**src/rtl/wh_link_stat_pkg.sv**
```systemverilog
// wh_link_stat_pkg: shared types and constants for the link-stat trigger and its profiler fan-out.
package wh_link_stat_pkg;
  localparam int data_width_lp = 32;
  localparam int auto_tag_bit = data_width_lp - 1;
  typedef enum logic {IDLE, GAP} state_e;
  typedef struct packed {
    logic [31:0]              global_ctr;
    logic                     print_stat_v;
    logic [data_width_lp-1:0] print_stat_tag;
  } stat_out_s;
endpackage

```
**src/rtl/bsg_fifo_1r1w_small.sv**
```systemverilog
// bsg_fifo_1r1w_small: small one-read one-write FIFO with occupancy count, async active-high reset.
module bsg_fifo_1r1w_small #(
  parameter int width_p = 32,
  parameter int els_p = 4
) (
  input  logic                         clk_i,
  input  logic                         reset_i,
  input  logic                         v_i,
  input  logic [width_p-1:0]           data_i,
  output logic                         ready_o,
  output logic                         v_o,
  output logic [width_p-1:0]           data_o,
  input  logic                         yumi_i,
  output logic [$clog2(els_p+1)-1:0]   count_o
);
  localparam int aw = $clog2(els_p);
  localparam int cw = $clog2(els_p+1);
  logic [width_p-1:0] mem_q [els_p];
  logic [aw-1:0] wptr_q, wptr_d, rptr_q, rptr_d;
  logic [cw-1:0] count_q, count_d;
  logic push, pop;
  always_comb begin
    ready_o = count_q != cw'(els_p);
    v_o = count_q != '0;
    data_o = mem_q[rptr_q];
    push = v_i & ready_o;
    pop = yumi_i & v_o;
    wptr_d = wptr_q + aw'(push);
    rptr_d = rptr_q + aw'(pop);
    count_d = count_q + cw'(push) - cw'(pop);
  end
  always_ff @(posedge clk_i or posedge reset_i)
    if (reset_i) begin
      wptr_q <= '0;
      rptr_q <= '0;
      count_q <= '0;
    end else begin
      wptr_q <= wptr_d;
      rptr_q <= rptr_d;
      count_q <= count_d;
    end
  always_ff @(posedge clk_i)
    if (push) mem_q[wptr_q] <= data_i;
  assign count_o = count_q;
endmodule

```
**src/rtl/wh_link_stat_trigger.sv**
```systemverilog
// wh_link_stat_trigger: global cycle counter plus spaced print-stat pulses from host tags and periodic auto ticks.
module wh_link_stat_trigger
  import wh_link_stat_pkg::*;
#(
  parameter int data_width_p = 32,
  parameter int fifo_els_p = 4,
  parameter int min_gap_p = 8
) (
  input  logic                            clk_i,
  input  logic                            reset_n_i,
  input  logic                            en_i,
  input  logic                            req_v_i,
  input  logic [data_width_p-1:0]         req_tag_i,
  output logic                            req_ready_o,
  input  logic [31:0]                     period_i,
  output logic [31:0]                     global_ctr_o,
  output logic                            print_stat_v_o,
  output logic [data_width_p-1:0]         print_stat_tag_o,
  output logic [$clog2(fifo_els_p+1)-1:0] pending_o,
  output logic [31:0]                     dropped_o
);
  localparam int sw = data_width_p - 1;
  localparam int gw = $clog2(min_gap_p + 1);
  state_e state_q, state_d;
  logic [gw-1:0] gap_q, gap_d;
  logic [31:0] ctr_q, ctr_d, pc_q, pc_d, dropped_q, dropped_d;
  logic [sw-1:0] seq_q, seq_d;
  logic auto_pend_q, auto_pend_d, v_q, v_d;
  logic [data_width_p-1:0] tag_q, tag_d, push_tag, fifo_data;
  logic tick, host_push, auto_push, pop, fifo_ready, fifo_v;
  always_comb begin
    ctr_d = ctr_q + 32'(en_i);
    tick = (period_i != '0) & en_i & (pc_q >= period_i - 32'd1);
    pc_d = (period_i == '0 || tick) ? '0 : pc_q + 32'(en_i);
    host_push = req_v_i & fifo_ready;
    auto_push = auto_pend_q & fifo_ready & ~host_push;
    auto_pend_d = tick | (auto_pend_q & ~auto_push);
    dropped_d = (tick & auto_pend_q & ~auto_push & ~&dropped_q) ? dropped_q + 32'd1 : dropped_q;
    seq_d = seq_q + sw'(auto_push);
    push_tag = host_push ? req_tag_i : {1'b1, seq_q};
    pop = (state_q == IDLE) & fifo_v;
    v_d = pop;
    tag_d = pop ? fifo_data : tag_q;
    gap_d = (state_q == GAP) ? gap_q - 1'b1 : (pop ? gw'(min_gap_p - 1) : gap_q);
    state_d = (state_q == GAP) ? (gap_d == '0 ? IDLE : GAP) : ((pop && min_gap_p > 1) ? GAP : IDLE);
  end
  always_ff @(posedge clk_i or negedge reset_n_i)
    if (!reset_n_i) begin
      state_q <= IDLE;
      gap_q <= '0;
      ctr_q <= '0;
      pc_q <= '0;
      dropped_q <= '0;
      seq_q <= '0;
      auto_pend_q <= 1'b0;
      v_q <= 1'b0;
      tag_q <= '0;
    end else begin
      state_q <= state_d;
      gap_q <= gap_d;
      ctr_q <= ctr_d;
      pc_q <= pc_d;
      dropped_q <= dropped_d;
      seq_q <= seq_d;
      auto_pend_q <= auto_pend_d;
      v_q <= v_d;
      tag_q <= tag_d;
    end
  // The FIFO keeps its own active-high reset domain; feed it the inverted pin.
  bsg_fifo_1r1w_small #(.width_p(data_width_p), .els_p(fifo_els_p)) fifo (
    .clk_i(clk_i),
    .reset_i(~reset_n_i),
    .v_i(host_push | auto_push),
    .data_i(push_tag),
    .ready_o(fifo_ready),
    .v_o(fifo_v),
    .data_o(fifo_data),
    .yumi_i(pop),
    .count_o(pending_o)
  );
  assign req_ready_o = fifo_ready;
  assign global_ctr_o = ctr_q;
  assign print_stat_v_o = v_q;
  assign print_stat_tag_o = tag_q;
  assign dropped_o = dropped_q;
endmodule

```
**config.mk**
```make
export PLATFORM = sky130hd
export DESIGN_NAME = wh_link_stat_trigger
export DESIGN_NICKNAME = d
export VERILOG_FILES = /design/src/rtl/wh_link_stat_pkg.sv /design/src/rtl/bsg_fifo_1r1w_small.sv /design/src/rtl/wh_link_stat_trigger.sv
export SDC_FILE = /design/constraint.sdc
export NUM_CORES = 1
export LEC_CHECK = 0
export ABC_AREA = 1
export CORE_MARGIN = 4
export CORE_UTILIZATION = 53
export CTS_BUF_LIST = sky130_fd_sc_hd__clkbuf_4 sky130_fd_sc_hd__clkbuf_8
export DETAILED_ROUTE_END_ITERATION = 16
export GPL_ROUTABILITY_DRIVEN = 0
export PLACE_DENSITY_LB_ADDON = 0.1
export SLEW_MARGIN = 30
export SYNTH_ARGS = -nofsm -noshare
export SYNTH_HDL_FRONTEND = slang
export SYNTH_SLANG_ARGS = --single-unit
export TNS_END_PERCENT = 20
```
**constraint.sdc**
```tcl
create_clock -name clk_i -period 3.9 [get_ports clk_i]
set_input_delay 0.39 -clock clk_i [delete_from_list [all_inputs] [get_ports clk_i]]
set_output_delay 0.39 -clock clk_i [all_outputs]
set_load 0.02 [all_outputs]
```
======== After elaboration in Yosys (flattened, before gate mapping) ========
Memory sizes are Yosys's and may differ from the RTL's. A register that Yosys moved wholly into a read port is not among the register bits.
Cells that the tools add are included.
storage, ports and cells
  bits in latches ......................... 0
  bits in registers ....................... 141
  word-level logic and storage cells ...... 58
  memories kept ........................... 1
  bits in writable memories ............... 128
  ROM bits ................................ 0
  output and inout port bits .............. 101
  input bits .............................. 68
cells by class
  multiply operators ...................... 0
  muxes and demuxes ....................... 9
  add/sub/neg operators ................... 10
  reduce and logical (&&, ||, !) cells .... 8
  equality and inequality tests ........... 1
  order comparisons ....................... 1
  bitwise gates (word level) .............. 17
  shift operators ......................... 0
  div/mod/pow operators ................... 0
memory list
  name        depth  bits a word  read ports  clocked after Yosys merged registers in  write ports  line                       source
  fifo.mem_q  4      32           1           1                                        1            bsg_fifo_1r1w_small.sv:18  logic [width_p-1:0] mem_q [els_p];
operators with widths
  kind                     number
  $add A32 B1 Y32          2
  $mux W32                 2
  $add A32 B1 Y32 const B  1
  $ge A32 B32 Y1           1
  $logic_not A32 Y1        1
  $reduce_and A32 Y1       1
  $reduce_bool A32 Y1      1
  $sub A32 B1 Y32 const B  1
  $add A31 B1 Y31          1
  $and A1 B1 Y1            12
  $mux W4                  2
  $mux W1                  5
  $add A2 B1 Y2            2
  $logic_not A4 Y1         1
  $sub A4 B1 Y4 const B    1
  $add A3 B1 Y3            1
  $ne A3 B3 Y1 const B     1
  $not A1 Y1               3
  $reduce_bool A3 Y1       1
  $sub A3 B1 Y3            1
  $logic_not A1 Y1         2
  $or A1 B1 Y1             2
  $logic_or A1 B1 Y1       1

======== Logic depth before layout (Yosys ltp) ========
  word-level depth ........................ 8
  depth in mapped cells ................... 22
  mapped depth without buffers ............ 21

======== Cells and area by module ========
A second synthesis with hierarchy kept.
unflattened totals
  cells, all modules ...................... 1678
  area total of the unflattened synthesis .. 15303.4 um^2
modules (own cells, without submodules)
  module                seq. area each (um^2)  cells each  times used  area an instance (um^2)
  wh_link_stat_trigger  4154.0                 1293        1           10078.4
  bsg_fifo_1r1w_small   4018.9                 385         1           5225.0

======== Worst setup path before layout ========
Ideal clock, no wire load.
  path kind ............................... register to register
  start ................................... register fifo.count_q[1] (netlist: fifo.count_o[1])
  end ..................................... memory fifo.mem_q[0][0] (enable)
  stages on the path, launching flop included .. 9
  path buffers ............................ 0
  data required time ...................... 3.439 ns
  setup time .............................. 0.461 ns
  clock period less this slack ............ 3.838 ns
  arrival ................................. 3.377 ns
  slack ................................... 0.062 ns
  cells stage by stage .................... dfrtp_1 inv_1 nand2_1 nor2_1 nor2_1 inv_1 nand2_1 inv_1 nor3_1
on the way
  cells in the longest elaborated chain, start to end .. 8
  elaborated cells between the ends (all ways) .. 9
  classes of those cells .................. 1 x eq/ne; 2 x mux; 6 x bitwise
RTL lines
  item                             line                        source
  start: declaration               bsg_fifo_1r1w_small.sv:20   logic [cw-1:0] count_q, count_d;
  start signal: assignment         bsg_fifo_1r1w_small.sv:40   count_q <= count_d;
  $ne A3 B3 Y1 *                   bsg_fifo_1r1w_small.sv:23   ready_o = count_q != cw'(els_p);
  $and A1 B1 Y1                    wh_link_stat_trigger.sv:35  host_push = req_v_i & fifo_ready;
  $not A1 Y1                       wh_link_stat_trigger.sv:36  auto_push = auto_pend_q & fifo_ready & ~host_push;
  $and A1 B1 Y1                    wh_link_stat_trigger.sv:36
  $or A1 B1 Y1                     wh_link_stat_trigger.sv:73  .v_i(host_push | auto_push),
  $and A1 B1 Y1 *                  bsg_fifo_1r1w_small.sv:26   push = v_i & ready_o;
  $mux W1 *                        bsg_fifo_1r1w_small.sv:43   if (push) mem_q[wptr_q] <= data_i;
  $mux W1 (implied by the code) *  bsg_fifo_1r1w_small.sv:43
  end: declaration                 bsg_fifo_1r1w_small.sv:18
Mark *: on every way between the ends. The rest lies on a longest branch, timed or not.

======== Final worst setup path ========
  start ................................... input port period_i[0]
  end ..................................... register dropped_q[3] (netlist: dropped_o[3])
on the way
  cells in the longest elaborated chain, start to end .. 6
  elaborated cells between the ends (all ways) .. 8
  classes of those cells .................. 1 x add/sub; 1 x order compare; 5 x bitwise; 1 x reduce/logical
RTL lines
  item                                                    line                        source
  start: declaration                                      wh_link_stat_trigger.sv:15  input logic [31:0] period_i,
  $sub A32 B1 Y32 or $reduce_bool A32 Y1 (tied branches)  wh_link_stat_trigger.sv:33  tick = (period_i != '0) & en_i & (pc_q >= period_i - 32'd1);
  $ge A32 B32 Y1 or $and A1 B1 Y1 (tied branches)         wh_link_stat_trigger.sv:33
  $and A1 B1 Y1 *                                         wh_link_stat_trigger.sv:33
  $and A1 B1 Y1 * (3 in series)                           wh_link_stat_trigger.sv:38  dropped_d = (tick & auto_pend_q & ~auto_push & ~&dropped_q) ? dropped_q + 32'd1 : dropped_q;
  end signal: assignment                                  wh_link_stat_trigger.sv:63  dropped_q <= dropped_d;
  end: declaration                                        wh_link_stat_trigger.sv:26  logic [31:0] ctr_q, ctr_d, pc_q, pc_d, dropped_q, dropped_d;
Marked as above.
A chain may end at the register's enable or synchronous reset.

==> impl_metrics.json <==
{
  "cts-resized-gates": 0,
  "cp-start-kind": "primary input",
  "use_met3": 0.03749,
  "hold_path.class": "primary input to asynchronous set/reset pin",
  "maxCapViolCount": 0,
  "clock-root-buffer": "clkbuf_8",
  "worstSkewPairLatency_ns": 0.57,
  "yosysSeqAreaShare": 0.5377,
  "synth_common_cells": "365 x nand2_1, 313 x nor2_1, 173 x dfrtp_1",
  "grt_pass1_wl_mm": 57.93,
  "synth_edf_count": 128,
  "cpPeakStageDelay_ns": 0.39,
  "max_slew.worst_pin.slew_ns": 0.9072,
  "hold_violations": 0,
  "avgViaCountPerCell": 5.241,
  "post_drt_wl_per_cell_um": 15.52,
  "met2_usage": 0.3851,
  "drt-initial-drc-count": 739,
  "clkSinkCount": 301,
  "ys_seq_elements": 301,
  "grt_setup_unrepaired": "no",
  "final_max_slew_viol_count": 0,
  "path_class": "primary input to register",
  "ios": 169,
  "synth_area_leader_cell": "dfrtp_1",
  "fin_setup_tns_ns": 0,
  "synth_cell_types": 40,
  "p_per_area_nw_per_um2": 559.3,
  "ys.warnings.count": 0,
  "drc": 0,
  "worst-path-max-fanout": 32,
  "synth_area_um2": 15200,
  "htree_levels": 2,
  "antenna_found_initial": 3,
  "clock.fmax_mhz": 306.9,
  "die_y_um": 177.3,
  "clk_path_buf_depth": 3,
  "end_kind": "register",
  "crit_path_cell_trace": "clkdlybuf4s50_1 -> inv_1 -> ha_1 -> nand2_1 -> nor2_4 -> nand2_1 -> nor2_1 -> nand3_1 -> xnor2_1 -> inv_1 -> ha_1 -> nand2_1 -> nor2_1 -> nand4_1 -> nor3b_1 -> nand2_1 -> nand2_1 -> nand4_2 -> buf_4 -> nand2_1 -> nand2_1",
  "synthArstFlopShare": 0.5748,
  "dr.pass1.iters": 5,
  "grt_max_degree": 92,
  "vdd_drop_max_uv": 402.8,
  "clk_pin_slew_ns": 0.07,
  "setup_viol": 0,
  "drive_above_1_share": 0.07596,
  "dp_hpwl_mm": 24.22,
  "fillerInstances": 2341,
  "cp_common_cell": "nand2_1",
  "syn_area_per_cell_um2": 9.069,
  "fin_nets": 1981,
  "grt_pass1_vias": 11770,
  "pre_cts_ws_ns": 0.1037,
  "synth_area_leaders": "dfrtp_1 28%, edfxtp_1 25%, nand2_1 9.0%",
  "area_growth_pct": 20.97,
  "port_buffers": 168,
  "core-area_um2": 28010,
  "rows": 61,
  "cp.arrival_ns": 3.70,
  "syn_nets": 1790,
  "grt_use_total": 0.2260,
  "cts_inserted_buffers": 50,
  "dieArea_um2": 31450,
  "synth_cells": 1676,
  "routed_wl_mm": 35.51,
  "synth_top_area_frac": 0.2848,
  "grt-ovfl-total": 0,
  "synth.most_common_cell": "nand2_1",
  "final.setup_skew_ns": 0.02983,
  "outcome": "finished, final reports clean",
  "ant_nets": 0,
  "setup_slack_ns": 0.6414,
  "cts_tree": "done",
  "fin_crit_ns": 3.259,
  "leakage_uw": 0.007909,
  "initial_core_util": 0.5426,
  "grt_use_met1": 0.2981,
  "fin_crit_sh": 0.8355,
  "vias": 11990,
  "cp.required_ns": 4.35,
  "die_w_um": 177.3,
  "ys.flop_type": "dfrtp_1",
  "max_slew_margin": 0.3945,
  "crit_slowest_cell": "clkdlybuf4s50_1",
  "gr-max-usage-layer": "met2"
}
[cells by family after synthesis]
logic type | after synthesis | synth area share
simple gates | 876 | 0.2458
flops | 301 | 0.5377
buf+inv | 175 | 0.04676
xor+xnor | 144 | 0.08298
compound gates | 134 | 0.04840
fa+ha+maj | 46 | 0.03836
[placed cells by master (no fill, tap or decap), types with 7 or more instances in the layout]
master | Yosys | routed
dfrtp_1 | 173 | 172
a31oi_1 | 32 | 32
nand4_1 | 55 | 55
clkbuf_4 | 0 | 18
clkinv_1 | 1 | 9
nor3_2 | 6 | 10
ha_1 | 45 | 45
nor3_1 | 56 | 52
edfxtp_1 | 128 | 128
nor2_1 | 313 | 312
buf_4 | 0 | 17
xor2_1 | 94 | 94
nand2_1 | 365 | 365
xnor2_1 | 50 | 50
nor4_1 | 11 | 11
nor2_2 | 7 | 7
inv_1 | 120 | 119
clkbuf_8 | 0 | 59
clkdlybuf4s50_1 | 0 | 167
o21ai_0 | 79 | 79
a21oi_1 | 14 | 14
nand3_1 | 40 | 40
[report_power, final]
| group | total (uW) | internal, uW | switching [uW] |
|---|---|---|---|
| registers | 4430 | 4090 | 336 |
| clock network | 2840 | 1610 | 1240 |
| logic | 3010 | 1100 | 1910 |
[sequential cells by signal (all words and copies together) (netlist names)]
register,count
fifo.mem_q,128
dropped_o,32
global_ctr_o,32
pc_q,32
print_stat_tag_o,32
seq_q,31
gap_q,4
fifo.count_o,3
fifo.rptr_q,2
fifo.wptr_q,2
auto_pend_q,1
print_stat_v_o,1
state_q,1
[layout make-up]
cell class,count,area (um2),share of cell area
flip-flops and latches,301,8174,0.4445
diodes,1,2.502,0.0001361
clock buffers,76,933.4,0.05076
well taps,378,473.0,0.02572
clock inverters,18,125.1,0.006805
inverters,126,473.0,0.02572
repair buffers,188,1863,0.1013
multi-input cells,1200,6344,0.3450
[metrics by stage]
| stage | util | hold slack, ns | total power [uW] | cells | cell area [um2] |
|---|---|---|---|---|---|
| after detailed placement | 0.6181 | 0.4700 | 7542 | 2192 | 17310 |
| after CTS | 0.6563 | 0.4776 | 10420 | 2287 | 18380 |
| after global routing | 0.6564 | 0.4832 | 10910 | 2287 | 18390 |
| after floorplan | - | 0.09441 | 6320 | 1676 | 15200 |
| after global placement | 0.6181 | 0.4624 | 7440 | 2192 | 17310 |
| final | 0.6565 | 0.4407 | 10280 | 2288 | 18390 |
[final timing paths]
path                                                    endpoint  slack [ns]  depth (start not counted)                       start
worst max register to register               seq_q[30]$_DFF_PN0_        0.87                         15   fifo.count_o[1]$_DFF_PN0_
worst max-delay path                    dropped_o[3]$_DFFE_PN0P_        0.64                         21                 period_i[0]
min in group clk_i                    global_ctr_o[31]$_DFF_PN0_        0.47                          1  global_ctr_o[31]$_DFF_PN0_
worst min-delay path            print_stat_tag_o[10]$_DFFE_PN0P_        0.44                          2                   reset_n_i
max in group asynchronous               dropped_o[7]$_DFFE_PN0P_        2.43                          3                   reset_n_i
worst min register to register        global_ctr_o[31]$_DFF_PN0_        0.47                          1  global_ctr_o[31]$_DFF_PN0_
[routing by layer]
| layer | up-vias | part of all wire |
|---|---|---|
| met5 | - | 0.0013 |
| met4 | 6 | 0.025 |
| met3 | 75 | 0.054 |
| met2 | 330 | 0.49 |
| met1 | 5641 | 0.43 |
| li1 | 5939 | - |
[what timing repair did]
| item | CTS | global route |
|---|---|---|
| hold endpoints to repair | 88 | 0 |
| buffers inserted | 0 | 0 |
| hold buffers | 1 | 0 |
[worst max-delay path: cells and delay by family]
family / cells / cell delay, ns
AND/OR/NAND/NOR: 14 / 1.80
adder cells (fa/ha/maj): 2 / 0.48
buffers and inverters: 4 / 0.84
XOR/XNOR: 1 / 0.18
No activity file was read; power rests on OpenSTA's default activity.
